<file path="config.mk">
export PLATFORM = sky130hd
export DESIGN_NAME = ex_operand_stage
export DESIGN_NICKNAME = d
export VERILOG_FILES = /design/src/rtl/ex_operand_stage.sv
export SDC_FILE = /design/constraint.sdc
export NUM_CORES = 1
export LEC_CHECK = 0
export ABC_AREA = 1
export CAP_MARGIN = 20
export CORE_MARGIN = 4
export CORE_UTILIZATION = 35
export DETAILED_ROUTE_END_ITERATION = 10
export GPL_TIMING_DRIVEN = 0
export PLACE_DENSITY_LB_ADDON = 0.12
export SYNTH_ARGS = -nofsm -noshare
export SYNTH_HDL_FRONTEND = slang
export SYNTH_SLANG_ARGS = --single-unit
</file>
<file path="constraint.sdc">
create_clock -name clk_i -period 3.55 [get_ports clk_i]
set_clock_uncertainty 0.05 [all_clocks]
set_input_delay 0.355 -clock clk_i [delete_from_list [all_inputs] [get_ports clk_i]]
set_output_delay 0.355 -clock clk_i [all_outputs]
set_load 0.01 [all_outputs]
</file>
<file path="src/rtl/ex_operand_stage.sv">
// ID/EX pipeline register with EX operand forwarding, ALUSrc select and
// self-inserted load-use bubble.
module ex_operand_stage #(
  parameter int unsigned DATA_W = 32,
  parameter int unsigned RA_W   = 5
) (
  input  logic              clk_i,
  input  logic              rst_i,
  input  logic              stall_i,
  input  logic              flush_i,
  input  logic [DATA_W-1:0] RS1data_i,
  input  logic [DATA_W-1:0] RS2data_i,
  input  logic [DATA_W-1:0] imm_i,
  input  logic [RA_W-1:0]   RS1addr_i,
  input  logic [RA_W-1:0]   RS2addr_i,
  input  logic [RA_W-1:0]   RDaddr_i,
  input  logic [2:0]        ALUCtrl_i,
  input  logic              ALUSrc_i,
  input  logic              RegWrite_i,
  input  logic              MemtoReg_i,
  input  logic              MemRead_i,
  input  logic              MemWrite_i,
  input  logic              EXMEM_RegWrite_i,
  input  logic [RA_W-1:0]   EXMEM_RDaddr_i,
  input  logic [DATA_W-1:0] EXMEM_data_i,
  input  logic              MEMWB_RegWrite_i,
  input  logic [RA_W-1:0]   MEMWB_RDaddr_i,
  input  logic [DATA_W-1:0] MEMWB_data_i,
  output logic [DATA_W-1:0] data1_o,
  output logic [DATA_W-1:0] data2_o,
  output logic [2:0]        ALUCtrl_o,
  output logic [DATA_W-1:0] MemWdata_o,
  output logic [RA_W-1:0]   RDaddr_o,
  output logic              RegWrite_o,
  output logic              MemtoReg_o,
  output logic              MemRead_o,
  output logic              MemWrite_o,
  output logic              valid_o,
  output logic              load_use_o
);

  localparam logic [2:0] ALU_NOOP = 3'b110;

  logic              valid_q,     valid_d;
  logic [2:0]        alu_ctrl_q,  alu_ctrl_d;
  logic [DATA_W-1:0] rs1_data_q,  rs1_data_d;
  logic [DATA_W-1:0] rs2_data_q,  rs2_data_d;
  logic [DATA_W-1:0] imm_q,       imm_d;
  logic [RA_W-1:0]   rs1_addr_q,  rs1_addr_d;
  logic [RA_W-1:0]   rs2_addr_q,  rs2_addr_d;
  logic [RA_W-1:0]   rd_addr_q,   rd_addr_d;
  logic              alu_src_q,   alu_src_d;
  logic              reg_write_q, reg_write_d;
  logic              mem_to_reg_q, mem_to_reg_d;
  logic              mem_read_q,  mem_read_d;
  logic              mem_write_q, mem_write_d;

  logic [DATA_W-1:0] fwd_a;
  logic [DATA_W-1:0] fwd_b;
  logic              rd_nonzero;
  logic              rd_matches_id;

  // Load in EX whose destination feeds the instruction sitting in ID.
  assign rd_nonzero    = (rd_addr_q != '0);
  assign rd_matches_id = (rd_addr_q == RS1addr_i) || (rd_addr_q == RS2addr_i);
  assign load_use_o    = mem_read_q && valid_q && rd_nonzero && rd_matches_id && !flush_i;

  // Next-state: hold on stall, bubble on flush/load-use, else capture ID.
  always_comb begin
    valid_d      = valid_q;
    alu_ctrl_d   = alu_ctrl_q;
    rs1_data_d   = rs1_data_q;
    rs2_data_d   = rs2_data_q;
    imm_d        = imm_q;
    rs1_addr_d   = rs1_addr_q;
    rs2_addr_d   = rs2_addr_q;
    rd_addr_d    = rd_addr_q;
    alu_src_d    = alu_src_q;
    reg_write_d  = reg_write_q;
    mem_to_reg_d = mem_to_reg_q;
    mem_read_d   = mem_read_q;
    mem_write_d  = mem_write_q;
    if (!stall_i) begin
      if (flush_i || load_use_o) begin
        valid_d      = 1'b0;
        alu_ctrl_d   = ALU_NOOP;
        rs1_data_d   = '0;
        rs2_data_d   = '0;
        imm_d        = '0;
        rs1_addr_d   = '0;
        rs2_addr_d   = '0;
        rd_addr_d    = '0;
        alu_src_d    = 1'b0;
        reg_write_d  = 1'b0;
        mem_to_reg_d = 1'b0;
        mem_read_d   = 1'b0;
        mem_write_d  = 1'b0;
      end else begin
        valid_d      = 1'b1;
        alu_ctrl_d   = ALUCtrl_i;
        rs1_data_d   = RS1data_i;
        rs2_data_d   = RS2data_i;
        imm_d        = imm_i;
        rs1_addr_d   = RS1addr_i;
        rs2_addr_d   = RS2addr_i;
        rd_addr_d    = RDaddr_i;
        alu_src_d    = ALUSrc_i;
        reg_write_d  = RegWrite_i;
        mem_to_reg_d = MemtoReg_i;
        mem_read_d   = MemRead_i;
        mem_write_d  = MemWrite_i;
      end
    end
  end

  always_ff @(posedge clk_i) begin
    if (rst_i) begin
      valid_q      <= 1'b0;
      alu_ctrl_q   <= ALU_NOOP;
      rs1_data_q   <= '0;
      rs2_data_q   <= '0;
      imm_q        <= '0;
      rs1_addr_q   <= '0;
      rs2_addr_q   <= '0;
      rd_addr_q    <= '0;
      alu_src_q    <= 1'b0;
      reg_write_q  <= 1'b0;
      mem_to_reg_q <= 1'b0;
      mem_read_q   <= 1'b0;
      mem_write_q  <= 1'b0;
    end else begin
      valid_q      <= valid_d;
      alu_ctrl_q   <= alu_ctrl_d;
      rs1_data_q   <= rs1_data_d;
      rs2_data_q   <= rs2_data_d;
      imm_q        <= imm_d;
      rs1_addr_q   <= rs1_addr_d;
      rs2_addr_q   <= rs2_addr_d;
      rd_addr_q    <= rd_addr_d;
      alu_src_q    <= alu_src_d;
      reg_write_q  <= reg_write_d;
      mem_to_reg_q <= mem_to_reg_d;
      mem_read_q   <= mem_read_d;
      mem_write_q  <= mem_write_d;
    end
  end

  // Forwarding: EX/MEM is the younger producer and wins; x0 never forwards.
  always_comb begin
    fwd_a = rs1_data_q;
    if (EXMEM_RegWrite_i && (EXMEM_RDaddr_i != '0) && (EXMEM_RDaddr_i == rs1_addr_q)) begin
      fwd_a = EXMEM_data_i;
    end else if (MEMWB_RegWrite_i && (MEMWB_RDaddr_i != '0) && (MEMWB_RDaddr_i == rs1_addr_q)) begin
      fwd_a = MEMWB_data_i;
    end
  end

  always_comb begin
    fwd_b = rs2_data_q;
    if (EXMEM_RegWrite_i && (EXMEM_RDaddr_i != '0) && (EXMEM_RDaddr_i == rs2_addr_q)) begin
      fwd_b = EXMEM_data_i;
    end else if (MEMWB_RegWrite_i && (MEMWB_RDaddr_i != '0) && (MEMWB_RDaddr_i == rs2_addr_q)) begin
      fwd_b = MEMWB_data_i;
    end
  end

  assign data1_o    = fwd_a;
  assign data2_o    = alu_src_q ? imm_q : fwd_b;
  assign MemWdata_o = fwd_b;
  assign ALUCtrl_o  = alu_ctrl_q;
  assign RDaddr_o   = rd_addr_q;
  assign RegWrite_o = reg_write_q;
  assign MemtoReg_o = mem_to_reg_q;
  assign MemRead_o  = mem_read_q;
  assign MemWrite_o = mem_write_q;
  assign valid_o    = valid_q;

endmodule

</file>
# Word-level counts from Yosys, hierarchy flattened

Cells that the tools add are included.

Register bits: 120
Output and inout bits: 110

Eq/ne operators: 6
Mux-type cells: 18
Reductions and logical operators: 16

Operators with widths:

| operator          | count |
|---|---|
| $mux 32           | 8 |
| $eq 5x5->1        | 6 |
| $mux 5            | 3 |
| $reduce_bool 5->1 | 3 |
| $logic_and 1x1->1 | 10 |
| $mux 1            | 6 |
| $mux 3            | 1 |
| $logic_or 1x1->1  | 2 |
| $logic_not 1->1   | 1 |

# Logic depth before layout (Yosys ltp)

Gate-level depths: netlist (run 1).

Depth after elaboration: 6
Gate-level depth with buffers: 11
Depth with buffers taken out: 10

# Worst setup path after synthesis (run 1)

OpenSTA, ideal clock, no wires.

Kind: input-to-output
From: in EXMEM_RDaddr_i[3]
To: out data1_o[11]
Arrival time: 1.360 ns
Slack: 1.785 ns
Stages: 5
Path buffers: 1
Path through: xor2_1 > nor3_1 > nand3_2 > clkbuf_1 > o21ai_0

Cells in the longest elaborated chain, start to end: 4
Elaborated cells on any way between the ends: 5
Classes of those cells: eq/ne (1); mux (1); reduce/logical (3)

RTL lines:

| element               | RTL line | source |
|---|---|---|
| start, declared       | 24       | `input logic [RA_W-1:0] EXMEM_RDaddr_i,` |
| $reduce_bool 5->1     | 151      | `if (EXMEM_RegWrite_i && (EXMEM_RDaddr_i != '0) && (EXMEM_RDaddr_i == rs1_addr_q)) begin` |
| $logic_and 1x1->1     | 151      |  |
| $logic_and 1x1->1 (*) | 151      |  |
| $mux 32 (*)           | 151      |  |
| end, declared         | 29       | `output logic [DATA_W-1:0] data1_o,` |

Mark *: on every way between the ends. The rest lies on a longest branch, timed or not.

# Worst setup path after layout (run 1)

From: in MEMWB_RDaddr_i[4]
To: out MemWdata_o[6]

Cells in the longest elaborated chain, start to end: 5
Elaborated cells on any way between the ends: 6
Classes of those cells: eq/ne (1); mux (2); reduce/logical (3)

RTL lines:

| element               | RTL line | source |
|---|---|---|
| start, declared       | 27       | `input logic [RA_W-1:0] MEMWB_RDaddr_i,` |
| $reduce_bool 5->1     | 162      | `end else if (MEMWB_RegWrite_i && (MEMWB_RDaddr_i != '0) && (MEMWB_RDaddr_i == rs2_addr_q)) begin` |
| $logic_and 1x1->1     | 162      |  |
| $logic_and 1x1->1 (*) | 162      |  |
| $mux 32 (*)           | 162      |  |
| $mux 32 (*)           | 160      | `if (EXMEM_RegWrite_i && (EXMEM_RDaddr_i != '0) && (EXMEM_RDaddr_i == rs2_addr_q)) begin` |
| end, declared         | 32       | `output logic [DATA_W-1:0] MemWdata_o,` |

Marked as above.

==> results of run 1 <==
-- cell usage after synthesis --
| cell type | count |
|---|---|
| nor2_2 | 3 |
| clkbuf_1 | 36 |
| nand2_2 | 2 |
| nand4_1 | 33 |
| nand3_1 | 192 |
| a21oi_1 | 28 |
| nor3_1 | 2 |
| and2_1 | 32 |
| nand2_1 | 282 |
| nor3_4 | 1 |
| o21ai_0 | 19 |
| dfxtp_1 | 120 |
| o21ai_1 | 13 |
| buf_1 | 6 |
| xor2_1 | 13 |
| a21oi_2 | 90 |
| buf_2 | 40 |
| nor3_2 | 1 |
| buf_12 | 10 |
| nand3b_1 | 2 |
| inv_1 | 116 |
| nand3_2 | 92 |
| buf_6 | 3 |
| xnor2_1 | 10 |
| nor2_1 | 12 |
-- power by group through the flow --
| stage | clock (mW) | sequential, mW | combinational (mW) |
|---|---|---|---|
| 5_1_grt | 1.75 | 1.44 | 1.00 |
| 4_1_cts | 1.69 | 1.43 | 0.925 |
| 3_5_place_dp | 0 | 1.46 | 0.920 |
| 6_report | 1.66 | 1.43 | 0.931 |
| 2_1_floorplan | 0 | 1.45 | 0.401 |
| 3_3_place_gp | 0 | 1.46 | 0.914 |
-- flip-flops by register name (all words and copies together), names as in the netlist --
register / flops
rs1_data_q: 32
alu_src_q: 1
MemtoReg_o: 1
MemRead_o: 1
MemWrite_o: 1
ALUCtrl_o: 3
rs2_addr_q: 5
rs2_data_q: 32
valid_o: 1
RDaddr_o: 5
rs1_addr_q: 5
RegWrite_o: 1
imm_q: 32
-- cell type report --
type / instances / area, µm²
Tap cell: 313 / 391.6
Sequential cell: 120 / 2402
Inverter: 116 / 435.4
Clock buffer: 21 / 460.4
Multi-Input combinational cell: 827 / 4788
Antenna cell: 1 / 2.502
Buffer: 95 / 591.8
Fill cell: 2296 / 10570
Timing Repair Buffer: 309 / 3100
Clock inverter: 11 / 100.1
-- how the worst max path moves through the flow --
stage	to	cells after the start	slack, ns	from
5_1_grt	data2_o[10]	10	0.02	MEMWB_RDaddr_i[4]
4_1_cts	data2_o[18]	9	0.07	EXMEM_RDaddr_i[3]
6_report	MemWdata_o[6]	9	0.16	MEMWB_RDaddr_i[4]
3_3_place_gp	data2_o[18]	9	-0.04	EXMEM_RDaddr_i[3]
3_5_place_dp	data2_o[18]	9	-0.12	EXMEM_RDaddr_i[3]
2_1_floorplan	data1_o[11]	5	1.79	EXMEM_RDaddr_i[3]
-- critical path, stage by stage --
cell,delay (ns)
clkdlybuf4s50_1,0.49
xor2_1,0.19
nor2_2,0.49
nand3_2,0.30
buf_2,0.27
nand2_1,0.08
nand3_1,0.14
and2_1,0.18
clkdlybuf4s50_1,0.48
-- through the flow --
| step | hold slack (ns) | setup TNS (ns) | worst slack, ns |
|---|---|---|---|
| floorplan | 0.3864 | 0 | 1.785 |
| global placement | 0.3967 | -0.2121 | -0.04399 |
| detailed placement | 0.4004 | -3.011 | -0.1196 |
| CTS | 0.3323 | 0 | 0.06601 |
| global route | 0.3902 | 0 | 0.01525 |
| finish | 0.3476 | 0 | 0.1569 |
-- logic make-up (layout without fill, tap and decap cells) --
group                  Yosys count  after routing  share of synthesized area
buffers and inverters          211            552                     0.1254
AND/OR/NAND/NOR                654            654                     0.4240
flip-flops                     120            120                     0.2932
AO/OA/AOI/OAI                  150            150                     0.1328
other                            0              1                          0
XOR/XNOR                        23             23                    0.02458
-- layer usage --
layer,vias up,wire length (µm)
li1,4467,-
met2,355,15680
met5,-,25
met1,4199,15100
met3,75,2761
met4,4,1383
-- what timing repair did --
item                                    4_1_cts  5_1_grt
buffers inserted                              0        2
endpoints found under the setup margin       55       59
pin swaps                                     0        1
gates resized for setup                       2        3
==> run summary, run 1 <==
Die height: 161.0 µm
Syn Nets: 1357
Vias per cell: 5.019
Antenna viol nets, final: 0
Layout Cells excl Fill: 1813
Cells on worst reg2reg path: 11
Routability Congestion: 0.9320
Outcome: completed
Clk slew on worst S/H paths: 0.06 ns
I/O pins: 309
Buffers on Ports: 307
Worst hold start: rst_i
Worst EP required: 3.14 ns
Cells on Worst Hold Path: 2
Max Freq: 0.2947 GHz
DIE AREA: 25920 µm²
Share of cells above drive strength 1: 0.1841
Worst r2r src: RDaddr_o[4]
Post-Syn Area: 8194 µm²
Commonest non-fill, non-tap cell in the layout: clkdlybuf4s50_1
Placed cell count: 1778
Global-route wire length before repair: 53.19 mm
Post-DP Area: 11660 µm²
Synth area leaders: dfxtp_1 29%, nand2_1 13%, nand3_1 12%
Initial antenna violation count: 3
Met1 usage: 0.3418
Syn-to-layout area delta: 49.78%
CTS buffer count: 17
Root Buffer: clkbuf_16
Final setup fails: 0
Syn Inst Count: 1158
WS Path Type: in -> out
Largest net degree at the start of global routing: 17
Dpl hpwl: 27.22 mm
Final Hold Fails: 0
DR iter-0 viols: 664
Relative slew margins: 0.4542
Clock latency on the worst-skew pair: 0.42 ns
CTS Hold Bufs: 0
Peak supply drop: 0.0002391 V
MaxCap Viol Count: 0
Util after Layout: 0.5372
Starting Density: 0.3587
Drt total wl: 34.95 mm
Max-slew violation count: 0
Comb power frac: 0.231
Pint: 2.858 mW
Met3 Track Usage GR: 0.07706
Row cnt: 55
Arr. time, crit path: 2.99 ns
H-tree levels: 4
Seq/Total Area, Yosys: 0.2932
Reg power frac: 0.357
Die extent in x: 161.0 µm
Synth Warn #: 0
Post-synth top area share: 0.2932
Startpoint Class: input pin
Leak: 4.843 nW
Cell Pwr Density: 327.9 nW/µm²
Period utilization: 0.9558
DRC violation count after routing: 0
Clock power frac: 0.412
Via Count: 9100
Synthesized area per cell: 7.076 µm²
Fin nets: 1685
Design area: 12270 µm²
CP endpoint kind: primary output
Crit path time final: 3.393 ns
GRT Overall Usage: 0.2649
Power, Total: 4.024 mW
GRT busiest layer: met2
Worst-Margin Slew: 0.8188 ns
Average routed wire per standard cell: 19.28 µm
Synth Register Bits: 120
Grt total ovfl: 0
GRT met2 Usage: 0.4169
Core area: 22850 µm²
Sw Ratio: 0.2897
Largest buffer count on any clock path: 2
Hold endpoint: rs1_data_q[0]
Worst hold path type: in -> reg
Area leader, netlist: dfxtp_1
Crit Path Max Fanout: 10
TritonCTS clock tree: built
TritonRoute pass-1 iters: 5
Distinct cells, synth: 25
Reg-to-reg critical path endpoint: rs2_data_q[3]
Vias in the first global route: 9113
Reg2reg setup slack: 1.85 ns
Psw: 1.166 mW
RSZ-0062 raised after global routing: false
Commonest cells after routing, fill and taps aside: 307 x clkdlybuf4s50_1, 282 x nand2_1, 191 x nand3_1
TritonCTS sink count: 120
(Power assumes the default switching activity.)
==> run 2: changes to the inputs <==
CTS_CLUSTER_SIZE = 30   (was not set)
PLACE_DENSITY = 0.78   (was not set)
PLACE_DENSITY_LB_ADDON = not set   (was 0.12)
==> run 2 against run 1 <==
Clock-buffer cell count shrank 2. Worst hold slack lost 0.067 ns. Via count grew 3.4%. Sequential share of layout area shrank 0.087 points. Combinational power grew 1%. Routed wire length is essentially flat. Final area grew 0.45%. Core utilization grew 0.24 points. Non-clock buffer count grew 1. Sequential cell count is the same. Highest routed layer unchanged.
==> run summary, run 2 (synthesis gave the netlist of run 1 again) <==
H-tree levels: 4 (unchanged)
Vias in the first global route: 9241 (+1.4%)
Final setup fails: 0 (unchanged)
DIE AREA: 25920 µm² (unchanged)
TritonCTS clock tree: built
CTS Hold Bufs: 0 (unchanged)
MaxCap Viol Count: 0 (unchanged)
Cells on worst reg2reg path: 11 (unchanged)
Via Count: 9408 (+3.4%)
Max-slew violation count: 0 (unchanged)
DRC violation count after routing: 0 (unchanged)
RSZ-0062 raised after global routing: false
DR iter-0 viols: 934 (+41%)
Die height: 161.0 µm (unchanged)
Util after Layout: 0.5396 (+0.002410)
Clock latency on the worst-skew pair: 0.42 ns (about the same)
Vias per cell: 5.189 (+3.4%)
Routability Congestion: 0.9655 (+3.6%)
CTS buffer count: 17 (unchanged)
Crit path time final: 3.391 ns (-0.001623 ns)
Hold Slack: 0.2803 ns (-0.06731 ns)
Root Buffer: clkbuf_16
Drt total wl: 34.93 mm (about the same)
Fin nets: 1686 (+0.059%)
GRT met2 Usage: 0.4227 (+0.005756)
Cells on Worst Hold Path: 2 (unchanged)
Grt total ovfl: 0 (unchanged)
Cell Pwr Density: 335.4 nW/µm² (+2.3%)
Buffers on Ports: 307 (unchanged)
N_diodes: 0 (-1)
Commonest non-fill, non-tap cell in the layout: clkdlybuf4s50_1
Core area: 22850 µm² (unchanged)
Average routed wire per standard cell: 19.27 µm (about the same)
Setup TNS: 0 ns (unchanged)
CP endpoint kind: primary output
TritonCTS sink count: 120 (unchanged)
Crit Path Max Fanout: 10 (unchanged)
Worst r2r src: RDaddr_o[1]
GRT Overall Usage: 0.2582 (-0.006735)
Share of cells above drive strength 1: 0.1867 (+0.002544)
I/O pins: 309 (unchanged)
Clk slew on worst S/H paths: 0.06 ns (about the same)
Max Freq: 0.2949 GHz (about the same)
WS Path Type: in -> out
Met1 usage: 0.3251 (-0.01668)
Largest buffer count on any clock path: 2 (unchanged)
Global-route wire length before repair: 52.10 mm (-2.1%)
Largest net degree at the start of global routing: 17 (unchanged)
GRT busiest layer: met2
Worst EP required: 3.14 ns (about the same)
Peak supply drop: 0.0002727 V (+14%)
Worst hold start: rst_i
Dpl hpwl: 27.26 mm (+0.11%)
CP Launch Point: EXMEM_RDaddr_i[3]
Period utilization: 0.9553 (about the same)
Startpoint Class: input pin
Syn-to-layout area delta: 50.45%
Leak: 4.866 nW (+0.48%)
Arr. time, crit path: 2.99 ns (about the same)
Met3 Track Usage GR: 0.07604 (-0.001021)
Outcome: completed
TritonRoute pass-1 iters: 6 (+1)
Worst-Margin Slew: 0.8106 ns (-0.008193 ns)
Starting Density: 0.3587 (unchanged)
Regs by FF count: imm_q (32), rs1_data_q (32), rs2_data_q (32)
Row cnt: 55 (unchanged)
Relative slew margins: 0.4596 (+0.005462)
Commonest cells after routing, fill and taps aside: 307 x clkdlybuf4s50_1, 282 x nand2_1, 191 x nand3_1
Final Hold Fails: 0 (unchanged)
Initial antenna violation count: 1 (-2)
Antenna viol nets, final: 0 (unchanged)
Worst hold path type: in -> reg
Die extent in x: 161.0 µm (unchanged)
-- run 2: cell types whose count changed in the layout (fill, tap and decap cells not counted), sizes merged --
cell    previous run  this run
inv              116       118
bufinv             1         2
clkbuf            57        56
clkinv             5         4
diode              1         0
-- run 2: path summary, 6_finish.rpt --
kind / endpoint / slack [ns]
setup reg to reg: rs2_data_q[2] / 1.86
hold / removal: rs1_data_q[0] / 0.28
setup / recovery: data2_o[6] / 0.16
hold reg to reg: MemWrite_o / 0.41
-- run 2: timing repair --
| action | 4_1_cts | 5_1_grt |
|---|---|---|
| gates resized for setup | 2 | 6 |
| pin swaps | 0 | 1 |
| buffers inserted | 0 | 3 |
| setup endpoints to repair | 70 | 66 |
-- run 2: per-layer routing --
metal,part of all wire,vias to the layer above
met5,0.00057,-
met4,0.030,2
met3,0.093,72
met2,0.46,476
met1,0.41,4389
li1,-,4469
-- run 2: stage by stage --
stage | setup slack [ns] | area, µm² | total power [mW] | instances
after detailed placement | -0.2253 | 11660 | 2.384 | 1778
after CTS | 0.02258 | 12260 | 4.130 | 1810
final | 0.1585 | 12330 | 4.134 | 1813
after global placement | -0.2319 | 11660 | 2.377 | 1778
after floorplan | 1.785 | 8194 | 1.856 | 1158
after global routing | 0.03071 | 12330 | 4.280 | 1813
-- run 2: critical path: stages --
cell	delay (ns)
clkdlybuf4s50_1	0.51
xor2_1	0.21
nor2_4	0.39
nand3_2	0.28
buf_2	0.27
nand3_1	0.12
nand3_1	0.18
nand2_1	0.13
clkdlybuf4s50_1	0.54
-- run 2: where the power goes --
group          switching [mW]  total [mW]  internal (mW)  leakage (nW)
sequential             0.0365        1.44           1.40         0.979
combinational           0.476       0.940          0.464          3.60
clock                   0.683        1.76           1.08         0.282
total                    1.20        4.13           2.94          4.87
-- run 2: final cells by class --
cell class | count | area, µm²
clock buffers | 19 | 452.9
well taps | 313 | 391.6
inverters | 116 | 439.2
plain buffers | 95 | 594.3
flip-flops and latches | 120 | 2402
multi-input cells | 827 | 4796
fillers | 2215 | 10520
clock inverters | 13 | 143.9
repair buffers | 310 | 3108
==> run 3: changes to the inputs <==
RECOVER_POWER = 100   (was not set)
SETUP_SLACK_MARGIN = 0.4   (was not set)
==> run 3 against run 2 <==
Critical path depth is 2 higher. Largest power group unchanged. Global-route usage is 0.68 points higher. Clock power hardly changed.
==> run summary, run 3 (synthesis gave the netlist of run 1 again) <==
Clock latency on the worst-skew pair: 0.42 ns (about the same)
Row cnt: 55 (unchanged)
Critical path, cell by cell: dlygate4sd3_1 > xnor2_1 > nand2_1 > nor2_4 > buf_4 > nand3_4 > clkbuf_2 > nand2_1 > nand3_1 > and2_1 > dlygate4sd3_1
Routability Congestion: 0.9655 (unchanged)
Hold endpoint: rs1_data_q[0]
Sw Ratio: 0.2896 (+0.0004845)
Starting Density: 0.3587 (unchanged)
DRC violation count after routing: 0 (unchanged)
Clk slew on worst S/H paths: 0.06 ns (about the same)
H-tree levels: 4 (unchanged)
TritonCTS sink count: 120 (unchanged)
Period utilization: 0.9387 (-0.01666)
Root Buffer: clkbuf_16
DIE AREA: 25920 µm² (unchanged)
Clock power frac: 0.427 (+0.002)
TritonCTS clock tree: built
Cells on Worst Hold Path: 2 (unchanged)
Relative slew margins: 0.3629 (-0.09675)
Crit path time final: 3.332 ns (-0.05914 ns)
Buffers on Ports: 307 (unchanged)
Max-slew violation count: 0 (unchanged)
Largest buffer count on any clock path: 2 (unchanged)
CP Launch Point: MEMWB_RDaddr_i[0]
TritonRoute pass-1 iters: 5 (-1)
Arr. time, crit path: 2.93 ns (-0.06 ns)
Fin nets: 1699 (+0.77%)
Final setup fails: 0 (unchanged)
Pint: 2.925 mW (-0.49%)
CP endpoint kind: primary output
Dpl hpwl: 27.26 mm (unchanged)
Worst-Margin Slew: 0.9557 ns (+0.1451 ns)
Util after Layout: 0.5315 (-0.008051)
Syn-to-layout area delta: 48.21%
MaxCap Viol Count: 0 (unchanged)
Via Count: 9506 (+1.0%)
Cell Pwr Density: 339.0 nW/µm² (+1.1%)
Vias per cell: 5.206 (+0.32%)
Average routed wire per standard cell: 19.64 µm (+2.0%)
Final Hold Fails: 0 (unchanged)
Reg2reg setup slack: 0.75 ns (-1.11 ns)
I/O pins: 309 (unchanged)
CP max stage delay: 0.60 ns (+0.06 ns)
Startpoint Class: input pin
Power, Total: 4.117 mW (-0.42%)
Max Freq: 0.3001 GHz (+1.8%)
CP max-delay cell: dlygate4sd3_1
Grt total ovfl: 0 (unchanged)
Drt total wl: 35.87 mm (+2.7%)
Commonest non-fill, non-tap cell in the layout: nand2_1
RSZ-0062 raised after global routing: true
Multi-input combinational cell area: 4543 µm² (-5.3%)
Commonest cells after routing, fill and taps aside: 282 x nand2_1, 213 x nand3_1, 198 x clkdlybuf4s50_1
Regs by FF count: imm_q (32), rs1_data_q (32), rs2_data_q (32)
Core area: 22850 µm² (unchanged)
Leak: 5.361 nW (+10%)
Psw: 1.192 mW (-0.25%)
Die height: 161.0 µm (unchanged)
Vias in the first global route: 9362 (+1.3%)
Worst hold path type: in -> reg
Global-route wire length before repair: 53.35 mm (+2.4%)
Worst EP required: 3.14 ns (about the same)
GRT Overall Usage: 0.2650 (+0.006792)
Antenna viol nets, final: 0 (unchanged)
Area of all sequential standard cells: 2402 µm² (unchanged)
Peak supply drop: 0.0002747 V (+0.73%)
Outcome: completed
Largest net degree at the start of global routing: 17 (unchanged)
# fillers: 2297 (+3.7%)
Reg-to-reg critical path endpoint: rs1_data_q[27]
N_diodes: 0 (unchanged)
Reg power frac: 0.349 (+0.002)
Worst hold start: rst_i
Share of cells above drive strength 1: 0.1428 (-0.04390)
DR iter-0 viols: 864 (-7.5%)
Initial antenna violation count: 2 (+1)
Crit Path Max Fanout: 10 (unchanged)
CTS buffer count: 17 (unchanged)
Comb power frac: 0.224 (-0.003)
CTS Hold Bufs: 0 (unchanged)
WS Path Type: in -> out
Cells on worst reg2reg path: 9 (-2)
Die extent in x: 161.0 µm (unchanged)
Worst r2r src: RDaddr_o[0]
## run 3: cell types whose count changed in the layout (fill, tap and decap cells not counted), moves of 6 or more
| cell | previous run | this run |
|---|---|---|
| nand3_1 | 191 | 213 |
| buf_4 | 2 | 16 |
| clkbuf_2 | 0 | 6 |
| buf_6 | 3 | 9 |
| clkbuf_1 | 36 | 46 |
| clkdlybuf4s50_1 | 307 | 198 |
| buf_12 | 11 | 5 |
| dlygate4sd3_1 | 0 | 81 |
| buf_2 | 39 | 25 |
| a21oi_1 | 28 | 83 |
| a21oi_2 | 90 | 35 |
| dlymetal6s2s_1 | 0 | 18 |
| nand3_2 | 92 | 68 |
## run 3: worst max-delay path by stage
stage                          end  slack, ns
finish              MemWdata_o[21]       0.22
global route        MemWdata_o[23]       0.14
CTS                     data2_o[6]       0.39
detailed placement      data2_o[6]      -0.23
global placement        data2_o[6]      -0.23
floorplan              data1_o[11]       1.79
## run 3: repair_timing
| action | in CTS | in global routing |
|---|---|---|
| cloned | 1 | 1 |
| endpoints found under the setup margin | 96 | 90 |
| pin swaps | 4 | 4 |
| gates resized for setup | 28 | 65 |
| hold endpoints to repair | 0 | 0 |
| buffers inserted | 10 | 4 |
## run 3: metrics by stage
step	cell area [µm²]	setup TNS, ns	hold WS [ns]	setup WS (ns)	instances
final	12140	0	0.2764	0.2177	1826
after global routing	12140	0	0.3067	0.1419	1826
after CTS	12460	0	0.2652	0.3904	1821
after detailed placement	11660	-8.251	0.4058	-0.2253	1778
after global placement	11660	-7.999	0.4034	-0.2319	1778
after floorplan	8194	0	0.3864	1.785	1158
## run 3: power groups by stage
stage / Clock (mW) / Combinational (mW) / Sequential, mW
after global routing: 1.84 / 0.987 / 1.44
after floorplan: 0 / 0.401 / 1.45
after detailed placement: 0 / 0.921 / 1.46
after CTS: 1.77 / 0.958 / 1.44
final: 1.76 / 0.922 / 1.44
after global placement: 0 / 0.915 / 1.46
## run 3: cell type report
| cell class | instances | share of cell area |
|---|---|---|
| clock inverter | 13 | 0.01185 |
| buffer | 95 | 0.04101 |
| clock buffer | 19 | 0.03730 |
| sequential | 120 | 0.1978 |
| tap | 313 | 0.03225 |
| inverter | 116 | 0.03637 |
| timing repair buffer | 322 | 0.2693 |
| multi-input combinational | 828 | 0.3741 |
## run 3: metal layers
metal  routed length, µm  track usage
met4                1117      0.09306
met5                  19            0
met2               16700       0.4348
met1               14860       0.3348
met3                3181      0.07502
## run 3: critical path: cells and delay by family
family	cells	cell delay (ns)
xor+xnor	1	0.18
buf+inv	4	1.63
simple gates	6	0.75
